<file path="src/rtl/led_sequencer_pkg.sv">
// Shared types and constants for the LED pattern sequencer: FSM encoding,
// mode selectors and the power-on bounce pattern.
package led_seq_pkg;

  localparam int SEQ_NUM_LEDS = 8;
  localparam int SEQ_DEPTH    = 16;
  localparam int SEQ_IDX_W    = 4;
  localparam int SEQ_DIV_W    = 24;

  localparam logic [1:0] ST_IDLE = 2'd0;
  localparam logic [1:0] ST_RUN  = 2'd1;
  localparam logic [1:0] ST_DONE = 2'd2;

  typedef enum logic [1:0] {
    IDLE = ST_IDLE,
    RUN  = ST_RUN,
    DONE = ST_DONE
  } state_e;

  localparam logic MODE_LOOP    = 1'b0;
  localparam logic MODE_ONESHOT = 1'b1;

  // Entry 0 is the least significant byte; the sweep goes out to LED7 and back.
  localparam logic [16*8-1:0] DEFAULT_TABLE = {
    8'h01, 8'h01, 8'h02, 8'h04, 8'h08, 8'h10, 8'h20, 8'h40,
    8'h80, 8'h40, 8'h20, 8'h10, 8'h08, 8'h04, 8'h02, 8'h01
  };

  function automatic logic [7:0] default_pattern(input int i);
    return DEFAULT_TABLE[(i % 16)*8 +: 8];
  endfunction

endpackage

</file>
<file path="src/rtl/led_sequencer_if.sv">
// Pattern-table configuration port between board control logic and the sequencer.
// A write transfers on a clock edge where cfg_we && cfg_ready; nothing is queued otherwise.
interface led_sequencer_if #(
  parameter int IDX_W    = 4,
  parameter int NUM_LEDS = 8
) ();
  logic                cfg_we;
  logic [IDX_W-1:0]    cfg_addr;
  logic [NUM_LEDS-1:0] cfg_data;
  logic                cfg_ready;

  modport master (output cfg_we, output cfg_addr, output cfg_data, input cfg_ready);
  modport slave  (input cfg_we, input cfg_addr, input cfg_data, output cfg_ready);
endinterface

</file>
<file path="src/rtl/led_sequencer_prescaler.sv">
// Step-rate prescaler: latches the divider on load (0 means 1) and pulses
// o_tick on the last cycle of each step while enabled.
module led_seq_prescaler #(
  parameter int DIV_W = 24
) (
  input  logic             clk,
  input  logic             rst_n,
  input  logic             i_load,
  input  logic             i_clear,
  input  logic             i_en,
  input  logic [DIV_W-1:0] i_div,
  output logic             o_tick
);
  logic [DIV_W-1:0] r_div_eff;
  logic [DIV_W-1:0] r_cnt;

  assign o_tick = i_en && (r_cnt == (r_div_eff - DIV_W'(1)));

  always_ff @(posedge clk or negedge rst_n) begin
    if (!rst_n) begin
      r_cnt     <= '0;
      r_div_eff <= DIV_W'(1);
    end else if (i_load) begin
      r_cnt     <= '0;
      r_div_eff <= (i_div == '0) ? DIV_W'(1) : i_div;
    end else if (i_clear || o_tick) begin
      r_cnt <= '0;
    end else if (i_en) begin
      r_cnt <= r_cnt + DIV_W'(1);
    end
  end
endmodule

</file>
<file path="src/rtl/led_sequencer.sv">
// Programmable LED pattern scheduler: 16-entry table stepped at a prescaled
// rate in loop or one-shot mode, with start/stop control.
module led_sequencer
  import led_seq_pkg::*;
#(
  parameter int NUM_LEDS = SEQ_NUM_LEDS,
  parameter int DEPTH    = SEQ_DEPTH,
  parameter int IDX_W    = SEQ_IDX_W,
  parameter int DIV_W    = SEQ_DIV_W
) (
  input  logic                clk,
  input  logic                rst_n,
  led_sequencer_if.slave      cfg,
  input  logic [IDX_W-1:0]    i_len,
  input  logic [DIV_W-1:0]    i_div,
  input  logic                i_mode,
  input  logic                i_start,
  input  logic                i_stop,
  output logic [NUM_LEDS-1:0] o_leds,
  output logic                o_busy,
  output logic                o_done,
  output logic [IDX_W-1:0]    o_step_idx,
  output state_e              o_state
);
  logic [1:0]          r_state;
  logic [IDX_W-1:0]    r_idx;
  logic [IDX_W-1:0]    r_len;
  logic                r_mode;
  logic [NUM_LEDS-1:0] r_leds;
  logic                r_busy;
  logic                r_done;
  logic [NUM_LEDS-1:0] r_table [DEPTH];

  logic                w_tick;
  logic                w_start;
  logic                w_last;
  logic                w_cfg_accept;
  logic [IDX_W-1:0]    w_next_idx;

  assign w_start      = i_start && !i_stop;
  assign w_last       = (r_idx == r_len);
  assign w_next_idx   = r_idx + 1'b1;
  assign cfg.cfg_ready = (r_state != ST_RUN);
  assign w_cfg_accept = cfg.cfg_we && (r_state != ST_RUN);

  led_seq_prescaler #(.DIV_W(DIV_W)) u_prescaler (
    .clk     (clk),
    .rst_n   (rst_n),
    .i_load  (w_start),
    .i_clear (i_stop),
    .i_en    (r_state == ST_RUN),
    .i_div   (i_div),
    .o_tick  (w_tick)
  );

  always_ff @(posedge clk or negedge rst_n) begin
    if (!rst_n) begin
      for (int i = 0; i < DEPTH; i++) r_table[i] <= NUM_LEDS'(default_pattern(i));
    end else if (w_cfg_accept) begin
      r_table[cfg.cfg_addr] <= cfg.cfg_data;
    end
  end

  // stop outranks start; start from any state (re)enters RUN at entry 0.
  always_ff @(posedge clk or negedge rst_n) begin
    if (!rst_n) begin
      r_state <= ST_IDLE;
      r_idx   <= '0;
      r_len   <= '0;
      r_mode  <= MODE_LOOP;
      r_leds  <= '0;
      r_busy  <= 1'b0;
      r_done  <= 1'b0;
    end else if (i_stop) begin
      r_state <= ST_IDLE;
      r_idx   <= '0;
      r_leds  <= '0;
      r_busy  <= 1'b0;
      r_done  <= 1'b0;
    end else if (w_start) begin
      r_state <= ST_RUN;
      r_idx   <= '0;
      r_len   <= i_len;
      r_mode  <= i_mode;
      r_leds  <= r_table[0];
      r_busy  <= 1'b1;
      r_done  <= 1'b0;
    end else if ((r_state == ST_RUN) && w_tick) begin
      if (!w_last) begin
        r_idx  <= w_next_idx;
        r_leds <= r_table[w_next_idx];
      end else if (r_mode == MODE_LOOP) begin
        r_idx  <= '0;
        r_leds <= r_table[0];
      end else begin
        r_state <= ST_DONE;
        r_busy  <= 1'b0;
        r_done  <= 1'b1;
      end
    end
  end

  assign o_leds     = r_leds;
  assign o_busy     = r_busy;
  assign o_done     = r_done;
  assign o_step_idx = r_idx;
  assign o_state    = state_e'(r_state);
endmodule

</file>
<file path="src/flat_wrapper.sv">
// flat-port wrapper written by rule: the top's interface ports become plain ports
module led_sequencer_flat import led_seq_pkg::*;
#(
  parameter int NUM_LEDS = SEQ_NUM_LEDS,
  parameter int DEPTH    = SEQ_DEPTH,
  parameter int IDX_W    = SEQ_IDX_W,
  parameter int DIV_W    = SEQ_DIV_W
)
  (clk, rst_n, i_len, i_div, i_mode, i_start, i_stop, o_leds, o_busy, o_done, o_step_idx, o_state, cfg_cfg_we, cfg_cfg_addr, cfg_cfg_data, cfg_cfg_ready);
  led_sequencer_if #(.IDX_W(IDX_W), .NUM_LEDS(NUM_LEDS)) cfg_i ();
  input  logic clk;
  input  logic rst_n;
  input  logic [IDX_W-1:0] i_len;
  input  logic [DIV_W-1:0] i_div;
  input  logic i_mode;
  input  logic i_start;
  input  logic i_stop;
  output logic [NUM_LEDS-1:0] o_leds;
  output logic o_busy;
  output logic o_done;
  output logic [IDX_W-1:0] o_step_idx;
  output state_e o_state;
  input wire logic [$bits(cfg_i.cfg_we)-1:0] cfg_cfg_we;
  input wire logic [$bits(cfg_i.cfg_addr)-1:0] cfg_cfg_addr;
  input wire logic [$bits(cfg_i.cfg_data)-1:0] cfg_cfg_data;
  output wire logic [$bits(cfg_i.cfg_ready)-1:0] cfg_cfg_ready;
  assign cfg_i.cfg_we = cfg_cfg_we;
  assign cfg_i.cfg_addr = cfg_cfg_addr;
  assign cfg_i.cfg_data = cfg_cfg_data;
  assign cfg_cfg_ready = cfg_i.cfg_ready;
  led_sequencer #(.NUM_LEDS(NUM_LEDS), .DEPTH(DEPTH), .IDX_W(IDX_W), .DIV_W(DIV_W)) u_core (.clk(clk), .rst_n(rst_n), .cfg(cfg_i), .i_len(i_len), .i_div(i_div), .i_mode(i_mode), .i_start(i_start), .i_stop(i_stop), .o_leds(o_leds), .o_busy(o_busy), .o_done(o_done), .o_step_idx(o_step_idx), .o_state(o_state));
endmodule
</file>
<file path="config.mk">
export PLATFORM = sky130hd
export DESIGN_NAME = led_sequencer_flat
export DESIGN_NICKNAME = d
export VERILOG_FILES = /design/src/rtl/led_sequencer_pkg.sv /design/src/rtl/led_sequencer_if.sv /design/src/rtl/led_sequencer_prescaler.sv /design/src/rtl/led_sequencer.sv /design/src/flat_wrapper.sv
export SDC_FILE = /design/constraint.sdc
export NUM_CORES = 1
export LEC_CHECK = 0
export BUFFER_PORTS_ARGS = -buffer_cell sky130_fd_sc_hd__buf_2
export CAP_MARGIN = 20
export CORE_MARGIN = 2
export CORE_UTILIZATION = 45
export DETAILED_ROUTE_END_ITERATION = 8
export HOLD_SLACK_MARGIN = 0.1
export PLACE_DENSITY = 0.61
export SKIP_CTS_REPAIR_TIMING = 1
export SLEW_MARGIN = 30
export SYNTH_ARGS = -nofsm -noshare
export SYNTH_HDL_FRONTEND = slang
export SYNTH_SLANG_ARGS = --single-unit
</file>
<file path="constraint.sdc">
create_clock -name clk -period 4.5 [get_ports clk]
set_input_delay 0.675 -clock clk [delete_from_list [all_inputs] [get_ports clk]]
set_output_delay 0.675 -clock clk [all_outputs]
set_load 0.02 [all_outputs]
</file>
Word-level counts from Yosys, hierarchy flattened
Index checks and enable logic that the tools add are counted.

word-level totals
  bits in registers = 197
  input port bits = 46
  output and inout port bits = 17
  logic and storage cells = 89

operators by class
  $add $sub $neg = 3
  magnitude comparators = 3
  eq/ne operators = 5
  multiplexer cells = 35
  bitwise gates (word level) = 3
  reduce and logical (&&, ||, !) cells = 15

operators by type and width
  cell                   count
  $bwmux 128             1
  $mux 24                4
  $mux 8                 8
  $bmux 8 s4             1
  $demux 8 s4            1
  $add 24x1->24 const B  1
  $eq 24x24->1           1
  $logic_not 24->1       1
  $sub 24x1->24 const B  1
  $mux 4                 5
  $reduce_bool 3->1      4
  $ge 5x5->1 const B     2
  $mux 1                 10
  $mux 2                 5
  $not 4->5              2
  $logic_and 1x1->1      5
  $lt 5x1->1 const B     1
  $add 4x1->4 const B    1
  $eq 4x4->1             1
  $ne 4x4->1 const B     1
  $reduce_and 2->1       2
  $reduce_and 3->1       1
  $eq 2x1->1 const B     1
  $ne 2x1->1 const B     1
  other kinds (3)        3

Longest topological paths before layout
Gate-level depths: netlist (run 1).

  word-level depth = 9
  mapped depth = 11

Cells and area by module
Synthesis (run 1) repeated with hierarchy kept, for this count alone.

second synthesis, totals
  cell total of the unflattened synthesis = 845
  area total of the unflattened synthesis = 10158.5 µm²

by module, submodules not included
  module             instances  cells an instance  area each (µm²)  seq. area each (µm²)
  led_sequencer      1          519                7000.5           3698.5
  led_seq_prescaler  1          326                3158.0           1202.4

Worst setup path after synthesis (run 1)
Ideal clock, no wire load.

  kind = register to register
  start = register u_core.u_prescaler.r_div_eff[1]
  end = register u_core.r_leds[0] (netlist: u_core.o_leds[0])
  setup time = 0.125 ns
  arrival = 3.639 ns
  required time = 4.375 ns
  path slack = 0.736 ns
  stages on the path, launching flop included = 11
  buffers on the path = 2
  cell sequence = dfrtp_1 or4_4 or4_1 clkbuf_2 or4_1 a222oi_1 o2111ai_1 or4b_1 buf_2 nand2_2 mux2_2

on the way
  cells in the longest elaborated chain, start to end = 6

RTL lines
  what                                RTL line                       RTL
  start: declaration                  led_sequencer_prescaler.sv:14  logic [DIV_W-1:0] r_div_eff;
  start signal: assignment            led_sequencer_prescaler.sv:25  r_div_eff <= (i_div == '0) ? DIV_W'(1) : i_div;
  $sub 24x1->24                       led_sequencer_prescaler.sv:17  assign o_tick = i_en && (r_cnt == (r_div_eff - DIV_W'(1)));
  $eq 24x24->1                        led_sequencer_prescaler.sv:17
  $logic_and 1x1->1                   led_sequencer_prescaler.sv:17
  $logic_and 1x1->1                   led_sequencer.sv:88            end else if ((r_state == ST_RUN) && w_tick) begin
  $reduce_bool 3->1 (no source line)  -
  $reduce_and 2->1 (no source line)   -
  end signal: assignment              led_sequencer.sv:85            r_leds <= r_table[0];
  end signal: assignment              led_sequencer.sv:91            r_leds <= r_table[w_next_idx];
  end signal: assignment              led_sequencer.sv:94            r_leds <= r_table[0];
  end: declaration                    led_sequencer.sv:29            logic [NUM_LEDS-1:0] r_leds;

Every way passes these cells.
A chain may end at the register's enable or synchronous reset.

Worst setup path after layout (run 1)
  start = register u_core.u_prescaler.r_div_eff[1]
  end = register u_core.r_leds[1] (netlist: u_core.o_leds[1])

The elaborated chain is that of the path after synthesis.

==> results of run 1 <==
## final timing paths
kind	from	endpoint	slack, ns
setup / recovery	u_core.u_prescaler.r_div_eff[1]	u_core.o_leds[1]	0.23
hold / removal	rst_n	u_core.u_prescaler.r_div_eff[3]	0.15
setup reg to reg	u_core.u_prescaler.r_div_eff[1]	u_core.o_leds[1]	0.23
hold reg to reg	u_core.r_table[68]	u_core.r_table[68]	0.51
max in group asynchronous	rst_n	u_core.r_table[8]	3.56
min in group clk	i_mode	u_core.r_mode	0.47
## metal layers
metal	global-route usage	vias to the layer above
met5	0	-
met4	0.0570	0
met3	0.0402	24
met2	0.372	149
met1	0.269	3393
li1	-	3000
## flip-flops by register name, indices dropped and copies added, names as in the netlist
| register | count |
|---|---|
| u_core.o_state | 1 |
| u_core.r_mode | 1 |
| u_core.u_prescaler.r_div_eff | 24 |
| u_core.u_prescaler.r_cnt | 24 |
| u_core.o_step_idx | 4 |
| u_core.o_done | 1 |
| u_core.o_leds | 8 |
| u_core.r_table | 128 |
| u_core.r_len | 4 |
## stage by stage
step	setup slack [ns]	std cells	utilization	total power (uW)
finish	0.229	1135	0.511	4560
global route	0.111	1135	0.511	4780
CTS	0.220	1134	0.509	4600
detailed placement	0.262	1102	0.482	3070
global placement	0.331	1102	0.482	3010
floorplan	0.736	792	-	2820
## Yosys cell counts, types with 3 or more instances
master	count	share of area
nor4_1	16	0.010
a31oi_1	4	0.0025
a21oi_1	12	0.0061
nor2_1	48	0.018
dfrtp_1	178	0.45
and3_1	4	0.0025
nand3_1	21	0.011
nand2_1	60	0.023
o31ai_1	4	0.0030
nand3b_1	13	0.0099
inv_1	8	0.0030
or2_2	3	0.0019
xnor2_1	22	0.020
a21o_1	3	0.0023
a32o_1	8	0.0081
ha_1	3	0.0038
or3_1	5	0.0032
nor2b_1	3	0.0019
buf_1	8	0.0030
xor2_1	23	0.020
clkbuf_1	27	0.010
nor4b_1	3	0.0027
dfstp_2	17	0.045
nand4_1	9	0.0057
o21ai_0	8	0.0041
nor3_1	13	0.0066
or4_1	8	0.0061
nand2b_1	14	0.0089
mux2_2	165	0.19
mux4_2	32	0.073
buf_4	3	0.0023
## logic make-up after synthesis
logic type	Yosys count	synth area share
and+or+nand+nor	241	0.130
xor gates and xnor gates	45	0.0400
buffers and inverters	52	0.0227
muxes	198	0.263
AOI/OAI and AO/OA	58	0.0437
DFF	195	0.497
adders and majority gates	3	0.00381
## worst reg2reg max path, stage by stage (launching register included)
cell,delay [ns]
dfrtp_1,0.43
or4_4,0.54
or4_1,0.65
or4_1,0.55
a222oi_1,0.33
o2111ai_1,0.28
or4b_1,0.73
nand2_2,0.28
mux2_2,0.38
## layout make-up
| cell class | instances | area [sq um] |
|---|---|---|
| clock buffer | 19 | 443 |
| clock inverter | 13 | 156 |
| fill | 1851 | 10600 |
| inverter | 8 | 30.0 |
| multi-input combinational | 545 | 4750 |
| sequential | 195 | 4900 |
| tap | 280 | 350 |
| timing repair buffer | 75 | 450 |
## power by group
group	internal, uW	leakage, uW	switching (uW)	total (uW)
Combinational	435	0.00193	308	743
Clock	767	0.000292	760	1530
Sequential	2090	0.00244	202	2290
==> impl_metrics.csv, run 1 <==
group,metric,value,unit
yosys,avgSynthCellArea,12.4,sq um
yosys,synth_area,9850,sq um
worst_setup_path,reg2reg_depth,8,
drt,dr.pass1.iters,4,
sta,hold_viol_final,0,
worst_setup_path,worstSetupStartpointType,"flop",
worst_setup_path,crit_required,4.82,ns
global_route,grt_max_degree,129,
drt,vias,6566,
place,port_buffers,62,
drt,ant_nets,0,
global_route,antenna_found_initial,0,
cts,clkTransAtPathRegs,0.08,ns
worst_setup_path,crit_slowest_cell,"or4b_1",
drt,drc,0,
layout,syn_to_final_growth,12.4,%
sta,finalCritPeriodShare,0.949,
power_and_ir_drop,irDropWorstVdd,228,uV
worst_setup_path,critPathMaxStageDelay,0.73,ns
floorplanning,die_h,152,um
place,place_area,10500,sq um
hold_path,hp-class,"in -> async",
worst_setup_path,crit_cells,8,
worst_setup_path,critPathKind,"reg -> reg",
floorplanning,row_count,54,
cts,htreeDepth,4,
cts,clock_path_buffers,2,
floorplanning,start_util,0.454,
power_and_ir_drop,power_density,412,nW/um^2
layout,drive_gt1_frac,0.402,
outcome,status,"finished, final reports clean",
yosys,synthCells,792,
sta,fmax,234,MHz
layout,antennaDiodeCount,0,
global_route,grt_pass1_wl,38000,um
drt,drt-total-wl,23900,um
drt,maxUsedRoutingLayer,"met4",
drt,post_drt_wl_per_cell,21.0,um
drt,wl_met1,10200,um
cts,cts_root_buffer,"clkbuf_16",
drt,route.met2.wl,12300,um
yosys,ys_warn_count,0,
worst_setup_path,cp-end-kind,"flop",
yosys,syn_nets,841,
floorplanning,pin_count,63,
yosys,synth-seq-cells,195,
layout,layout_common_cells,"dfrtp_1, mux2_2, buf_2",
drt,dr_wl_met3,899,um
sta,worst_slew_pin_slew,0.979,ns
cts,cts_buffers,17,
sta,rsz0062_at_grt,"no",
drt,drt-vias-per-instance,5.79,
place,dp_hpwl,16200,um
worst_setup_path,crit_chain,"or4_4 > or4_1 > or4_1 > a222oi_1 > o2111ai_1 > or4b_1 > nand2_2 > mux2_2",
global_route,grt_pass1_vias,6837,
floorplanning,dieWidth,152,um
worst_setup_path,cp_max_fo,8,
cts,cts_tree,"done",
sta,slew_headroom,0.344,
layout,final_area,11100,sq um
worst_setup_path,critical_path.top_delay_family,"simple AND/OR/NAND/NOR gates",
yosys,ys_seq_area_frac,0.497,
cts,clock-sinks,195,
floorplanning,design.core.area,21700,sq um
worst_setup_path,cp_data_arrival_time,4.59,ns
floorplanning,fp.dieArea,23100,sq um
sta,fin_setup_tns,0,ns
sta,finalSetupViolCount,0,
global_route,grt_overflow,0,
layout,final_nets,891,
worst_setup_path,crit_path_frequent_cell,"or4_1",
sta,skew,0.0157,ns
cts,clkLatencyLatePin,0.44,ns
global_route,grt_use_total,0.212,
yosys,async_flop_share,1.00,
worst_setup_path,crit_buf_inv,0,
power_and_ir_drop,leakage,0.00467,uW
sta,finalCriticalPeriod,4.27,ns
job,max_cap_viol_count,0,
yosys,synth_edf_count,0,
yosys,synthFlopType,"dfrtp_1",
drt,drtIter0Drc,402,
sta,whs,0.147,ns
layout,final_common_cell,"dfrtp_1",
yosys,synth_cell_types,65,
sta,slew_violations,0,
place,place.gp.congestion,0.829,
No activity file was read; power rests on OpenSTA's default activity.
==> run 2, diff against run 1 <==
--- a/config.mk
+++ b/config.mk
@@ -5,15 +5,15 @@
 export SDC_FILE = /design/constraint.sdc
 export NUM_CORES = 1
 export LEC_CHECK = 0
-export BUFFER_PORTS_ARGS = -buffer_cell sky130_fd_sc_hd__buf_2
+export ABC_AREA = 1
 export CAP_MARGIN = 20
 export CORE_MARGIN = 2
 export CORE_UTILIZATION = 45
 export DETAILED_ROUTE_END_ITERATION = 8
+export DONT_BUFFER_PORTS = 1
 export HOLD_SLACK_MARGIN = 0.1
-export PLACE_DENSITY = 0.61
+export PLACE_DENSITY = 0.59
 export SKIP_CTS_REPAIR_TIMING = 1
-export SLEW_MARGIN = 30
 export SYNTH_ARGS = -nofsm -noshare
 export SYNTH_HDL_FRONTEND = slang
 export SYNTH_SLANG_ARGS = --single-unit
==> impl_metrics.csv, run 2 <==
group,metric,value,unit
worst_setup_path,cp-end-kind,"flop",
drt,drc,0,
floorplanning,start_util,0.456,
yosys,synthXorXnorAreaFrac,0.0404,
floorplanning,design.core.area,22600,sq um
sta,fmax,343,MHz
global_route,grt_overflow,0,
layout,final_area,11000,sq um
drt,maxUsedRoutingLayer,"met4",
global_route,antenna_found_initial,0,
layout,final_common_cell,"nand2_1",
drt,drt-total-wl,27600,um
yosys,synth_compound_area_frac,0.158,
yosys,yosysTopAreaCell,"dfrtp_1",
layout,largest_register,"u_core.r_table",
drt,drt-vias-per-instance,5.31,
layout,final_nets,1354,
layout,nFillCells,2238,
sta,fin_setup_tns,0,ns
cts,cts_root_buffer,"clkbuf_16",
floorplanning,row_count,55,
outcome,status,"finished with violations",
yosys,synth_area_leaders,"dfrtp_1, nand2_1, o21ai_0",
yosys,ys_warn_count,0,
worst_setup_path,crit_buf_inv,4,
floorplanning,dieWidth,155,um
worst_setup_path,crit_cells,11,
drt,dr_wl_met3,885,um
layout,syn_to_final_growth,7.02,%
power_and_ir_drop,leakage,0.00510,uW
layout,largest_register_ffs,128,
cts,clkLatencyLatePin,0.45,ns
yosys,synth.most_common_cell,"nand2_1",
yosys,ys_seq_area_frac,0.476,
floorplanning,die_h,155,um
sta,skew,0.0166,ns
sta,finalCritPeriodShare,0.648,
yosys,synth_area,10300,sq um
layout,antennaDiodeCount,0,
yosys,synthFlopType,"dfrtp_1",
global_route,grt_pass1_wl,45000,um
global_route,grt_max_degree,196,
layout,layout_common_cells,"nand2_1, o21ai_0, dfrtp_1",
sta,finalSetupViolCount,0,
yosys,synth_edf_count,0,
sta,finalCriticalPeriod,2.92,ns
cts,clock-sinks,195,
cts,htreeDepth,4,
power_and_ir_drop,power_density,426,nW/um^2
sta,worst_slack,1.58,ns
yosys,yosysTopAreaCellShare,0.433,
yosys,async_flop_share,1.00,
drt,ant_nets,0,
yosys,syn_nets,1397,
cts,cts_buffers,17,
worst_setup_path,cp_data_arrival_time,3.30,ns
place,preCtsSetupSlack,1.65,ns
yosys,synthCells,1348,
worst_setup_path,critical_path.top_delay_family,"buffers and inverters",
power_and_ir_drop,irDropWorstVdd,216,uV
job,max_cap_viol_count,0,
drt,drtIter0Drc,692,
worst_setup_path,critPathKind,"reg -> reg",
yosys,synthSimpleGateAreaFrac,0.256,
hold_path,hp-class,"in -> async",
worst_setup_path,crit_path_frequent_cell,"o21ai_0",
global_route,grt_use_total,0.239,
sta,slew_headroom,0.416,
cts,clock_path_buffers,2,
drt,route.met2.wl,14000,um
drt,wl_met1,12200,um
worst_setup_path,worstSetupStartpointType,"flop",
place,place_area,10400,sq um
yosys,synth_cell_types,37,
sta,hold_viol_final,178,
place,place.gp.congestion,0.853,
yosys,synth-seq-cells,195,
global_route,grt_pass1_vias,8245,
yosys,avgSynthCellArea,7.63,sq um
floorplanning,pin_count,63,
worst_setup_path,crit_chain,"buf_4 > inv_1 > buf_4 > o21ai_0 > o22ai_1 > o21bai_1 > o21ai_0 > o21ai_0 > inv_1 > nand2_1 > nand2_1",
drt,dr.pass1.iters,5,
cts,clkTransAtPathRegs,0.08,ns
yosys,post_synth_fa_ha_maj_area_fraction,0.00365,
place,port_buffers,0,
yosys,synth_top_family_by_area,"simple AND/OR/NAND/NOR gates",
yosys,ys_top_cells_by_count,"nand2_1, o21ai_0, dfrtp_1",
sta,slew_violations,0,
sta,whs,-0.0667,ns
drt,vias,8514,
layout,drive_gt1_frac,0.0690,
worst_setup_path,reg2reg_depth,11,
layout,reg.largest.list,"u_core.r_table: 128 flops, u_core.u_prescaler.r_cnt: 24 flops, u_core.u_prescaler.r_div_eff: 24 flops",
worst_setup_path,crit_slowest_cell,"inv_1",
sta,worst_slew_pin_slew,0.875,ns
outcome,violations,"negative hold slack",
worst_setup_path,critPathMaxStageDelay,0.69,ns
place,dp_hpwl,18800,um
floorplanning,fp.dieArea,24100,sq um
worst_setup_path,cp_max_fo,38,
sta,rsz0062_at_grt,"no",
drt,post_drt_wl_per_cell,17.2,um
yosys,synth_mux_area_frac,0,
worst_setup_path,crit_required,4.89,ns
cts,cts_tree,"done",
-- run 2: changes by cell type in the layout (fill, tap and decap cells not counted), moves of 12 or more --
cell and delta:
nand2_1 +332, buf_2 -61, nand3_1 +26, o22ai_1 +25, o21ai_0 +224, mux2_2 -165, inv_1 +82, o21ai_1 +12
mux4_2 -32, nand2b_1 -14, nor2_1 +91
-- run 2: where the power goes --
group,internal [uW],leakage (uW),switching [uW]
sequential,2080,0.00249,226
combinational,299,0.00232,524
clock,762,0.000291,807
total,3140,0.00510,1560
-- run 2: kinds of logic (layout without fill, tap and decap cells) --
| group | Yosys count | after routing |
|---|---|---|
| AND/OR/NAND/NOR | 633 | 633 |
| flip-flops | 195 | 195 |
| XOR/XNOR | 45 | 45 |
| buffers and inverters | 164 | 134 |
| AO/OA/AOI/OAI | 308 | 308 |
| adder cells (fa/ha/maj) | 3 | 3 |
-- run 2: final cells by class --
type | count | area [sq um] | area share
Sequential cell | 195 | 4900 | 0.445
Multi-Input combinational cell | 989 | 4720 | 0.429
Clock buffer | 18 | 429 | 0.0390
Tap cell | 285 | 357 | 0.0324
Inverter | 92 | 345 | 0.0314
Clock inverter | 14 | 184 | 0.0167
Timing Repair Buffer | 10 | 75.1 | 0.00682
-- run 2: worst paths after layout --
kind                                      startpoint                                to  slack [ns]
worst max-delay path            u_core.o_step_idx[0]                  u_core.o_leds[1]        1.58
min in group clk                           i_div[11]  u_core.u_prescaler.r_div_eff[11]        0.35
worst min register to register    u_core.r_table[64]                u_core.r_table[64]        0.49
worst max register to register  u_core.o_step_idx[0]                  u_core.o_leds[1]        1.58
worst min-delay path                           rst_n      u_core.u_prescaler.r_cnt[21]       -0.07
max in group asynchronous                      rst_n   u_core.u_prescaler.r_div_eff[0]        4.25
-- run 2: worst register-to-register path: cells and delay by family (launching register included) --
kind	cells	cell delay [ns]
compound gates	5	0.88
buf+inv	4	1.49
flops	1	0.41
simple gates	2	0.10
-- run 2: metal layers --
| metal | GRT usage | up-vias |
|---|---|---|
| li1 | - | 4298 |
| met1 | 0.304 | 4037 |
| met2 | 0.421 | 141 |
| met3 | 0.0418 | 38 |
| met4 | 0.0712 | 0 |
| met5 | 0 | - |
-- run 2: through the flow --
step | cells | util | power, uW
2_1_floorplan | 1348 | - | 2900
3_3_place_gp | 1570 | 0.460 | 3140
3_5_place_dp | 1570 | 0.460 | 3150
4_1_cts | 1602 | 0.487 | 4720
5_1_grt | 1603 | 0.488 | 4970
6_report | 1603 | 0.488 | 4690
